[config.mk]
export PLATFORM = sky130hd
export DESIGN_NAME = mem_arbiter
export DESIGN_NICKNAME = d
export VERILOG_FILES = /design/src/rtl/mem_arbiter.sv
export SDC_FILE = /design/constraint.sdc
export NUM_CORES = 1
export LEC_CHECK = 0
export CAP_MARGIN = 5
export CELL_PAD_IN_SITES_DETAIL_PLACEMENT = 1
export CELL_PAD_IN_SITES_GLOBAL_PLACEMENT = 2
export CORE_MARGIN = 2
export CORE_UTILIZATION = 30
export CTS_CLUSTER_DIAMETER = 200
export DETAILED_ROUTE_END_ITERATION = 10
export GPL_TIMING_DRIVEN = 0
export HOLD_SLACK_MARGIN = 0.15
export MAX_ROUTING_LAYER = met4
export PLACE_DENSITY_LB_ADDON = 0.08
export SYNTH_ARGS = -nofsm -noshare
export SYNTH_HDL_FRONTEND = slang
export SYNTH_SLANG_ARGS = --single-unit
export TNS_END_PERCENT = 5
[constraint.sdc]
create_clock -name clk_in -period 3.8 [get_ports clk_in]
set_input_delay 1.14 -clock clk_in [delete_from_list [all_inputs] [get_ports clk_in]]
set_output_delay 1.14 -clock clk_in [all_outputs]
set_load 0.05 [all_outputs]
[src/rtl/mem_arbiter.sv]
// Byte-serial memory port arbiter: shares one 8-bit RAM/IO port between
// instruction fetch (32-bit reads) and the load/store buffer (1/2/4-byte
// reads and writes), with round-robin grant, IO back-pressure and read abort.
module mem_arbiter #(
    parameter logic [1:0]  IO_ADDR_HI = 2'b11,
    parameter int unsigned ADDR_W     = 32
) (
    input  logic              clk_in,
    input  logic              rst_in,
    input  logic              rdy_in,
    input  logic              clear_in,
    input  logic [7:0]        mem_din,
    output logic [7:0]        mem_dout,
    output logic [ADDR_W-1:0] mem_a,
    output logic              mem_wr,
    input  logic              io_buffer_full,
    input  logic              if_req,
    input  logic [ADDR_W-1:0] if_addr,
    output logic              if_done,
    output logic [31:0]       if_data,
    input  logic              ls_req,
    input  logic              ls_we,
    input  logic [ADDR_W-1:0] ls_addr,
    input  logic [1:0]        ls_size,
    input  logic [31:0]       ls_wdata,
    output logic              ls_done,
    output logic [31:0]       ls_rdata
);

    localparam int unsigned IDX_W  = 3;
    localparam int unsigned DATA_W = 32;

    typedef enum logic [1:0] {
        S_IDLE = 2'd0,
        S_RD   = 2'd1,
        S_WR   = 2'd2,
        S_DONE = 2'd3
    } state_e;

    state_e              state_q, state_d;
    logic [IDX_W-1:0]    idx_q, idx_d;          // byte whose address is on mem_a
    logic [1:0]          last_idx_q, last_idx_d; // N-1 of the granted access
    logic                grant_ls_q, grant_ls_d;
    logic                last_ls_q, last_ls_d;   // last grant went to LS
    logic                we_q, we_d;
    logic [ADDR_W-1:0]   addr_q, addr_d;
    logic [DATA_W-1:0]   wdata_q, wdata_d;
    logic [DATA_W-1:0]   buf_q, buf_d;           // read assembly buffer
    logic [ADDR_W-1:0]   mem_a_q, mem_a_d;
    logic [7:0]          dout_q, dout_d;
    logic                wr_q, wr_d;
    logic [DATA_W-1:0]   if_data_q, if_data_d;
    logic [DATA_W-1:0]   ls_rdata_q, ls_rdata_d;

    logic                io_stall_c;
    logic                if_done_c;
    logic                ls_done_c;
    logic                pick_ls_c;
    logic [IDX_W-1:0]    nidx_c;

    // IO writes wait while the IO buffer is full; reads abort on clear, stores do not
    assign io_stall_c = (state_q == S_WR) && (addr_q[17:16] == IO_ADDR_HI) && io_buffer_full;
    assign if_done_c  = (state_q == S_DONE) && !grant_ls_q && !clear_in;
    assign ls_done_c  = (state_q == S_DONE) && grant_ls_q && (we_q || !clear_in);
    assign nidx_c     = idx_q + IDX_W'(1);

    // Next-state and datapath update
    always_comb begin
        state_d    = state_q;
        idx_d      = idx_q;
        last_idx_d = last_idx_q;
        grant_ls_d = grant_ls_q;
        last_ls_d  = last_ls_q;
        we_d       = we_q;
        addr_d     = addr_q;
        wdata_d    = wdata_q;
        buf_d      = buf_q;
        mem_a_d    = mem_a_q;
        dout_d     = dout_q;
        wr_d       = wr_q;
        if_data_d  = if_data_q;
        ls_rdata_d = ls_rdata_q;
        pick_ls_c  = 1'b0;

        unique case (state_q)
            S_IDLE: begin
                mem_a_d = '0;
                wr_d    = 1'b0;
                if (!clear_in && (if_req || ls_req)) begin
                    pick_ls_c  = ls_req && (!if_req || !last_ls_q);
                    grant_ls_d = pick_ls_c;
                    last_ls_d  = pick_ls_c;
                    idx_d      = '0;
                    buf_d      = '0;
                    if (pick_ls_c) begin
                        addr_d  = ls_addr;
                        wdata_d = ls_wdata;
                        we_d    = ls_we;
                        unique case (ls_size)
                            2'd0:    last_idx_d = 2'd0;
                            2'd1:    last_idx_d = 2'd1;
                            default: last_idx_d = 2'd3;
                        endcase
                        mem_a_d = ls_addr;
                        if (ls_we) begin
                            state_d = S_WR;
                            wr_d    = 1'b1;
                            dout_d  = ls_wdata[7:0];
                        end else begin
                            state_d = S_RD;
                        end
                    end else begin
                        addr_d     = if_addr;
                        we_d       = 1'b0;
                        last_idx_d = 2'd3;
                        mem_a_d    = if_addr;
                        state_d    = S_RD;
                    end
                end
            end

            S_RD: begin
                if (clear_in) begin
                    state_d = S_IDLE;
                    mem_a_d = '0;
                end else begin
                    // Byte for address idx-1 arrives while address idx is driven
                    for (int k = 0; k < 4; k++) begin
                        if (idx_q == IDX_W'(k + 1)) begin
                            buf_d[8*k +: 8] = mem_din;
                        end
                    end
                    if (idx_q == IDX_W'(last_idx_q) + IDX_W'(1)) begin
                        state_d = S_DONE;
                        mem_a_d = '0;
                    end else begin
                        idx_d = nidx_c;
                        if (idx_q < IDX_W'(last_idx_q)) begin
                            mem_a_d = addr_q + ADDR_W'(nidx_c);
                        end else begin
                            mem_a_d = '0;
                        end
                    end
                end
            end

            S_WR: begin
                if (!io_stall_c) begin
                    if (idx_q == IDX_W'(last_idx_q)) begin
                        state_d = S_DONE;
                        wr_d    = 1'b0;
                        mem_a_d = '0;
                        dout_d  = '0;
                    end else begin
                        idx_d   = nidx_c;
                        mem_a_d = addr_q + ADDR_W'(nidx_c);
                        for (int k = 0; k < 4; k++) begin
                            if (nidx_c == IDX_W'(k)) begin
                                dout_d = wdata_q[8*k +: 8];
                            end
                        end
                    end
                end
            end

            S_DONE: begin
                state_d = S_IDLE;
                if (if_done_c) begin
                    if_data_d = buf_q;
                end
                if (ls_done_c && !we_q) begin
                    ls_rdata_d = buf_q;
                end
            end

            default: state_d = S_IDLE;
        endcase
    end

    // State and datapath registers; rdy_in low freezes everything
    always_ff @(posedge clk_in) begin
        if (rst_in) begin
            state_q    <= S_IDLE;
            idx_q      <= '0;
            last_idx_q <= '0;
            grant_ls_q <= 1'b0;
            last_ls_q  <= 1'b0;
            we_q       <= 1'b0;
            addr_q     <= '0;
            wdata_q    <= '0;
            buf_q      <= '0;
            mem_a_q    <= '0;
            dout_q     <= '0;
            wr_q       <= 1'b0;
            if_data_q  <= '0;
            ls_rdata_q <= '0;
        end else if (rdy_in) begin
            state_q    <= state_d;
            idx_q      <= idx_d;
            last_idx_q <= last_idx_d;
            grant_ls_q <= grant_ls_d;
            last_ls_q  <= last_ls_d;
            we_q       <= we_d;
            addr_q     <= addr_d;
            wdata_q    <= wdata_d;
            buf_q      <= buf_d;
            mem_a_q    <= mem_a_d;
            dout_q     <= dout_d;
            wr_q       <= wr_d;
            if_data_q  <= if_data_d;
            ls_rdata_q <= ls_rdata_d;
        end
    end

    // Strobes are gated by freeze, stall and clear; data is visible during the done cycle
    assign mem_a    = mem_a_q;
    assign mem_dout = dout_q;
    assign mem_wr   = wr_q && rdy_in && !io_stall_c;
    assign if_done  = rdy_in && if_done_c;
    assign ls_done  = rdy_in && ls_done_c;
    assign if_data  = if_done ? buf_q : if_data_q;
    assign ls_rdata = (ls_done && !we_q) ? buf_q : ls_rdata_q;

endmodule

==> Flow_metrics.wiki, run 1 <==
{| class="wikitable"
! Metric !! Value
|-
| Run status || finished, final reports clean
|-
| Total clock sinks || 210
|-
| Cell chosen for the clock root || clkbuf_16
|-
| Wirelength, routed || 33900 microns
|-
| Mux cell area share after synthesis || 14.5%
|-
| Nets || 1476
|-
| Clock tree from TritonCTS || built
|-
| PnR worst setup slack || 0.0301 ns
|-
| Sequential area share after synthesis || 42.8%
|-
| H-tree levels || 1
|-
| Placeable core region || 32400 sq um
|-
| Detailed-route via count || 8776
|-
| Maximum clock skew at final layout || 0.00773 ns
|-
| Remaining routing DRC violations || 0
|-
| Port Buffers || 219
|-
| RSZ-0062 raised after global routing || true
|-
| Highest attainable clock frequency || 265 MHz
|-
| Worst path arrival time || 2.63 ns
|-
| Kind of end point of the critical path || primary output
|-
| R2R Setup Slk || 0.36 ns
|-
| Leakage power figure || 5.28 nW
|-
| Number of detailed-routing iterations run before antenna repair || 4
|-
| Critical Setup Path Class || primary input to primary output
|-
| Global-route wire length before repair || 51900 microns
|-
| Syn-to-layout area delta || 38.2%
|-
| Post-synth design cell area || 9810 sq um
|-
| Startpoint type of the worst setup path || primary input
|-
| Fraction of synthesis flops using an asynchronous set or reset pin || 0%
|-
| Transition time of the tightest slew-check pin || 0.914 ns
|-
| Final antenna-violating net count || 0
|-
| Fraction of the mapped netlist area in compound gates || 14.7%
|-
| Avg Vias per Cell || 4.86
|-
| Layout cells sized above 1 || 16.6%
|-
| Dominant register cell in the synthesized netlist || dfxtp_1
|-
| YS warnings || 0
|-
| Synth Area in Simple Gates || 19.5%
|-
| Critical-path maximum fanout || 7
|-
| GRT Residual Overflow || 0
|-
| Starting utilization of the core area || 30.3%
|-
| Distinct cell type count of the synthesized netlist || 63
|-
| GRT Overall Usage || 20.2%
|-
| Maximum number of pins on one net before global-route repair || 14
|-
| Kind of path behind the tightest hold check || flop to flop
|-
| Max clock buf depth || 3
|-
| Max-Slew Margin vs Limit || 38.6%
|-
| Total count of max-transition violations in the final report || 0
|-
| Number of setup violations in the final report || 0
|-
| TNS Setup || 0 ns
|-
| Post-Syn Nets || 1221
|-
| Vias in the first global route || 9022
|-
| Global placer's final weighted congestion || 0.834
|-
| Width of the die || 185 microns
|-
| First-iteration detailed-routing DRC count || 380
|-
| Power density normalized to cell area || 415 nW/um^2
|-
| Post-synth EDFFs || 0
|-
| Max-capacitance violation count || 0
|-
| Height of the chip || 185 microns
|-
| Number of instances in the synthesized netlist || 1090
|-
| Wirelength per Cell || 18.8 microns
|-
| Largest family of logic cells by synthesized area || simple AND/OR/NAND/NOR gates
|-
| IO Pins || 221
|-
| Worst slack at placement || -1.33 ns
|-
| Total die area || 34200 sq um
|-
| Number of hold-slack violations in the final timing report || 0
|-
| Std-Cell Rows || 66
|-
| Post-Syn Area per Cell || 9.00 sq um
|-
| Synthesized-area fraction occupied by xor and xnor cells || 2.05%
|-
| Number of buffers inserted during clock tree synthesis || 24
|-
| Min Tclk post-route || 3.77 ns
|-
| Worst-skew pair later-pin latency || 0.53 ns
|-
| Antenna violations before repair || 2
|-
| PnR Total Power || 5.62 mW
|-
| Portion of the clock cycle consumed by the worst path in the final layout || 99.2%
|-
| Post-synthesis adder-cell area fraction || 2.24%
|-
| Flop and latch count out of synthesis || 210
|-
| Clock transition at path regs || 0.06 ns
|-
| Fin util || 41.9%
|-
| Worst-case vdd ir drop || 0.282 mV
|-
| Post-detail-place hpwl || 25700 microns
|-
| Crit path required time || 2.66 ns
|}
final cells by class:
cell class	count	area (sq um)
Clock buffer	33	674
Timing Repair Buffer	229	2250
Inverter	20	75.1
Multi-Input combinational cell	788	5270
Antenna cell	2	5.00
Buffer	72	387
Sequential cell	210	4200
Tap cell	442	553
Clock inverter	10	139
Fill cell	3767	18800
per-stage QoR:
stage                     instances  area (sq um)  hold slack [ns]
final                          1806         13600            0.454
after global routing           1806         13600            0.484
after CTS                      1802         13500            0.459
after detailed placement       1751         12600            0.450
after global placement         1751         12600            0.445
after floorplan                1090          9810            0.437
worst paths after layout:
path / start / end / depth (start not counted)
worst min-delay path: wdata_q[7]$_SDFFE_PP0P_ / wdata_q[7]$_SDFFE_PP0P_ / 2
worst min register to register: wdata_q[7]$_SDFFE_PP0P_ / wdata_q[7]$_SDFFE_PP0P_ / 2
worst max-delay path: clear_in / ls_rdata[16] / 8
worst max register to register: idx_q[2]$_SDFFE_PP0P_ / mem_a[18]$_SDFFE_PP0P_ / 11
where the power goes:
| part | internal (mW) | total [mW] | leakage (nW) | switching (mW) |
|---|---|---|---|---|
| registers | 2.29 | 2.37 | 1.70 | 0.0774 |
| clock network | 1.44 | 2.40 | 0.399 | 0.959 |
| logic | 0.344 | 0.855 | 3.17 | 0.510 |
| total | 4.08 | 5.62 | 5.28 | 1.55 |
cell usage after synthesis (all sizes together), types with 5 or more instances:
cell type	number	area, sq um
dfxtp	210	4200
a21oi	67	350
xor2	14	123
nand3	12	60.1
and4	5	43.8
buf	28	176
nor2	117	447
nand2	111	419
nor3	24	120
clkbuf	44	165
a31oi	11	68.8
ha	16	200
inv	19	71.3
and2	76	475
mux2i	69	691
and3	11	68.8
a21o	10	75.1
o32ai	7	61.3
xnor2	9	78.8
a22oi	7	52.6
a211oi	41	308
mux2	65	732
o21a	5	37.5
o21ai	50	250
nand4	13	93.8
per-layer routing:
metal,vias to the layer above,GRT usage (%),routed length (microns)
li1,4322,-,-
met1,4228,26.8,16100
met2,186,32.6,15600
met3,40,2.85,1680
met4,0,4.22,512
met5,-,-,0
flip-flops by register name, summed over array words and instances (netlist names):
signal      count
if_data_q      32
idx_q           3
last_ls_q       1
wdata_q        32
we_q            1
last_idx_q      2
mem_a          32
buf_q          32
ls_rdata_q     32
addr_q         32
state_q         2
mem_dout        8
wr_q            1
cells in the final DEF (no fill, tap or decap), types with 5 or more instances in the layout:
cell / n
dfxtp_1: 210
clkdlybuf4s50_1: 151
nor2_1: 115
nand2_1: 110
and2_1: 76
mux2i_1: 69
a21oi_1: 62
mux2_2: 50
clkbuf_1: 49
o21ai_0: 48
a211oi_1: 41
buf_6: 37
buf_2: 37
clkbuf_16: 25
nor3_1: 24
inv_1: 19
ha_1: 16
mux2_4: 15
buf_4: 15
xor2_1: 14
nand3_1: 11
nand4_1: 11
and3_1: 11
a31oi_1: 11
a21o_1: 10
xnor2_1: 9
o32ai_1: 7
a22oi_1: 7
a21oi_2: 5
o21a_1: 5
and4_1: 5
clkinv_2: 5
cells by family (layout without fill, tap and decap cells):
| family | count (synthesis) | count (layout) |
|---|---|---|
| buffers and inverters | 92 | 364 |
| and+or+nand+nor | 392 | 392 |
| muxes | 134 | 134 |
| adders and majority gates | 17 | 17 |
| AOI/OAI and AO/OA | 222 | 222 |
| xor gates and xnor gates | 23 | 23 |
| other | 0 | 2 |
| DFF | 210 | 210 |
repair_timing:
item | in CTS | in global routing
endpoints found under the setup margin | 67 | 67
gates resized for setup | 423 | 11
pin swaps | 1 | 1
gates cloned | 1 | 1
hold buffers | 0 | 0
buffers inserted | 7 | 1
worst max-delay path, cell delays in order:
cell and delay [ns]:
buf_6 0.11, and2b_2 0.25, nand3_2 0.11, nor2_4 0.20, buf_6 0.16, clkbuf_16 0.15
mux2_2 0.35, buf_6 0.16
Note: power is estimated with default switching activity, not from simulation.
==> run 2: changes to the inputs <==
--- a/config.mk
+++ b/config.mk
@@ -8,7 +8,7 @@
 export CAP_MARGIN = 5
 export CELL_PAD_IN_SITES_DETAIL_PLACEMENT = 1
 export CELL_PAD_IN_SITES_GLOBAL_PLACEMENT = 2
-export CORE_MARGIN = 2
+export CORE_MARGIN = 4
 export CORE_UTILIZATION = 30
 export CTS_CLUSTER_DIAMETER = 200
 export DETAILED_ROUTE_END_ITERATION = 10
==> Flow_metrics.wiki, run 2 (same netlist as run 1, synthesis figures left out) <==
{| class="wikitable"
! Metric !! Value
|-
| Launching point of the worst reg2reg path || idx_q[0]$_SDFFE_PP0P_ (was idx_q[2]$_SDFFE_PP0P_)
|-
| First-iteration detailed-routing DRC count || 342 (was 380)
|-
| Power density normalized to cell area || 407 nW/um^2 (was 415 nW/um^2)
|-
| Min Tclk post-route || 3.79 ns (was 3.77 ns)
|-
| Run status || finished, final reports clean (unchanged)
|-
| Syn-to-layout area delta || 36.6% (was 38.2%)
|-
| Height of the chip || 189 microns (was 185 microns)
|-
| Std-Cell Rows || 65 (was 66)
|-
| Detailed-route via count || 8739 (was 8776)
|-
| Post-detail-place hpwl || 26100 microns (was 25700 microns)
|-
| Global placer's final weighted congestion || 0.827 (was 0.834)
|-
| Maximum clock skew at final layout || 0.0116 ns (was 0.00773 ns)
|-
| Kind of end point of the critical path || primary output (unchanged)
|-
| Worst path arrival time || 2.65 ns (was 2.63 ns)
|-
| PnR Total Power || 5.45 mW (was 5.62 mW)
|-
| Placeable core region || 31900 sq um (was 32400 sq um)
|-
| RSZ-0062 raised after global routing || true (unchanged)
|-
| Avg Vias per Cell || 4.88 (was 4.86)
|-
| Port Buffers || 219 (unchanged)
|-
| Clock transition at path regs || 0.06 ns (about the same)
|-
| Number of detailed-routing iterations run before antenna repair || 4 (unchanged)
|-
| Layout cells sized above 1 || 15.8% (was 16.6%)
|-
| Startpoint of the worst setup timing path || clear_in (unchanged)
|-
| Max-capacitance violation count || 0 (unchanged)
|-
| Number of hold-slack violations in the final timing report || 0 (unchanged)
|-
| Nets || 1470 (was 1476)
|-
| Final antenna-violating net count || 0 (unchanged)
|-
| Count of hold-fix buffers inserted at cts || 0 (unchanged)
|-
| GRT Residual Overflow || 0 (unchanged)
|-
| H-tree levels || 1 (unchanged)
|-
| Crit path required time || 2.66 ns (about the same)
|-
| Starting utilization of the core area || 30.8% (was 30.3%)
|-
| Number of buffers inserted during clock tree synthesis || 24 (unchanged)
|-
| GRT Overall Usage || 19.0% (was 20.2%)
|-
| R2R Setup Slk || 0.36 ns (about the same)
|-
| Worst-skew pair later-pin latency || 0.52 ns (was 0.53 ns)
|-
| Maximum number of pins on one net before global-route repair || 12 (was 14)
|-
| Vias in the first global route || 9204 (was 9022)
|-
| Kind of path behind the tightest hold check || flop to flop (unchanged)
|-
| Leading cell types in the layout, fill and taps excluded || 210 x dfxtp_1, 151 x clkdlybuf4s50_1, 115 x nor2_1, 110 x nand2_1, 76 x and2_1 (unchanged)
|-
| IO Pins || 221 (unchanged)
|-
| Multi-input logic area || 5270 sq um (about the same)
|-
| Clock tree from TritonCTS || built (unchanged)
|-
| Total count of max-transition violations in the final report || 0 (unchanged)
|-
| Portion of the clock cycle consumed by the worst path in the final layout || 99.7% (was 99.2%)
|-
| Cell chosen for the clock root || clkbuf_16 (unchanged)
|-
| Antenna violations before repair || 3 (was 2)
|-
| Worst-case vdd ir drop || 0.258 mV (was 0.282 mV)
|-
| Global-route wire length before repair || 53000 microns (was 51900 microns)
|-
| Width of the die || 189 microns (was 185 microns)
|-
| Wirelength per Cell || 19.1 microns (was 18.8 microns)
|-
| Fill cell total of the finished layout || 3673 (was 3767)
|-
| Highest attainable clock frequency || 264 MHz (was 265 MHz)
|-
| Total die area || 35700 sq um (was 34200 sq um)
|-
| Number of setup violations in the final report || 0 (unchanged)
|-
| Critical Setup Path Class || primary input to primary output (unchanged)
|-
| Critical-path maximum fanout || 7 (unchanged)
|-
| Layout Cell Area excl Fill || 13400 sq um (was 13600 sq um)
|-
| Leakage power figure || 5.20 nW (was 5.28 nW)
|-
| Remaining routing DRC violations || 0 (unchanged)
|-
| Startpoint type of the worst setup path || primary input (unchanged)
|-
| Max-Slew Margin vs Limit || 36.2% (was 38.6%)
|-
| Start point of the worst min-delay path || wdata_q[21]$_SDFFE_PP0P_ (was wdata_q[7]$_SDFFE_PP0P_)
|-
| Post-placement cell area || 12500 sq um (was 12600 sq um)
|-
| Total clock sinks || 210 (unchanged)
|-
| Register area || 4200 sq um (unchanged)
|-
| Transition time of the tightest slew-check pin || 0.949 ns (was 0.914 ns)
|-
| Max clock buf depth || 3 (unchanged)
|-
| Most frequent standard cell in the layout excluding fill and tap cells || dfxtp_1 (unchanged)
|-
| Wirelength, routed || 34200 microns (was 33900 microns)
|-
| Finished Layout Cells || 1790 (was 1806)
|-
| TNS Setup || 0 ns (unchanged)
|-
| Number of placed instances with taps included || 1744 (was 1751)
|}
## run 2: cell types whose count changed in the layout (fill, tap and decap cells not counted), sizes merged
cell,previous run,this run
clkinv,7,1
clkdlybuf4s15,4,1
buf,99,92
dlygate4sd2,2,3
diode,2,3
clkbuf,78,87
clkinvlp,1,0
bufinv,3,0
## run 2: per-layer routing
metal  share of wire [%]  wire length [microns]  GRT usage (%)  up-vias
met5                   0                      0              -        -
met4                 1.7                    578           3.36        0
met3                 5.3                   1830           3.45       32
met2                  45                  15300           30.5      169
met1                  48                  16500           25.7     4214
li1                    -                      -              -     4324
## run 2: metrics by stage
step / util, % / hold WS [ns] / setup WS [ns]
final: 42.0 / 0.458 / 0.0117
after global routing: 42.0 / 0.483 / -0.0624
after CTS: 41.7 / 0.459 / -0.0672
after detailed placement: 39.4 / 0.450 / -1.35
after global placement: 39.4 / 0.443 / -1.35
after floorplan: - / 0.437 / 0.149
## run 2: power breakdown
group          switching, mW  internal [mW]  leakage, nW
registers             0.0781           2.29         1.70
logic                  0.511          0.343         3.13
clock network          0.902           1.33        0.367
## run 2: final cells by class
type	count	area share (%)
multi-input cells	788	39.3
clock buffers	39	5.58
repair buffers	223	16.1
inverters	20	0.560
well taps	435	4.06
diodes	3	0.0560
plain buffers	72	2.96
flip-flops and latches	210	31.4
## run 2: path summary, 6_finish.rpt
check / cells after the start / end
max: 7 / ls_rdata[0]
max reg2reg: 11 / mem_a[31]$_SDFFE_PP0P_
min: 2 / wdata_q[21]$_SDFFE_PP0P_
min reg2reg: 2 / wdata_q[21]$_SDFFE_PP0P_
## run 2: critical path: stages
cell and delay (ns):
buf_2 0.14, and2b_2 0.26, nand3_2 0.10, nor2_4 0.19, buf_4 0.14, mux2_2 0.33
clkdlybuf4s15_2 0.35
## run 2: repair_timing
item                                    CTS  global route
endpoints found under the setup margin   67            69
gates resized for setup                 391            38
cloned                                    0             0
setup buffers                             4             0
pin swaps                                 1             1
==> run 3: changes to the inputs <==
--- a/config.mk
+++ b/config.mk
@@ -5,7 +5,7 @@
 export SDC_FILE = /design/constraint.sdc
 export NUM_CORES = 1
 export LEC_CHECK = 0
-export CAP_MARGIN = 5
+export CAP_MARGIN = 30
 export CELL_PAD_IN_SITES_DETAIL_PLACEMENT = 1
 export CELL_PAD_IN_SITES_GLOBAL_PLACEMENT = 2
 export CORE_MARGIN = 4
==> results of run 3 <==
No change in the layout: final DEF, timing and power equal those of run 2.
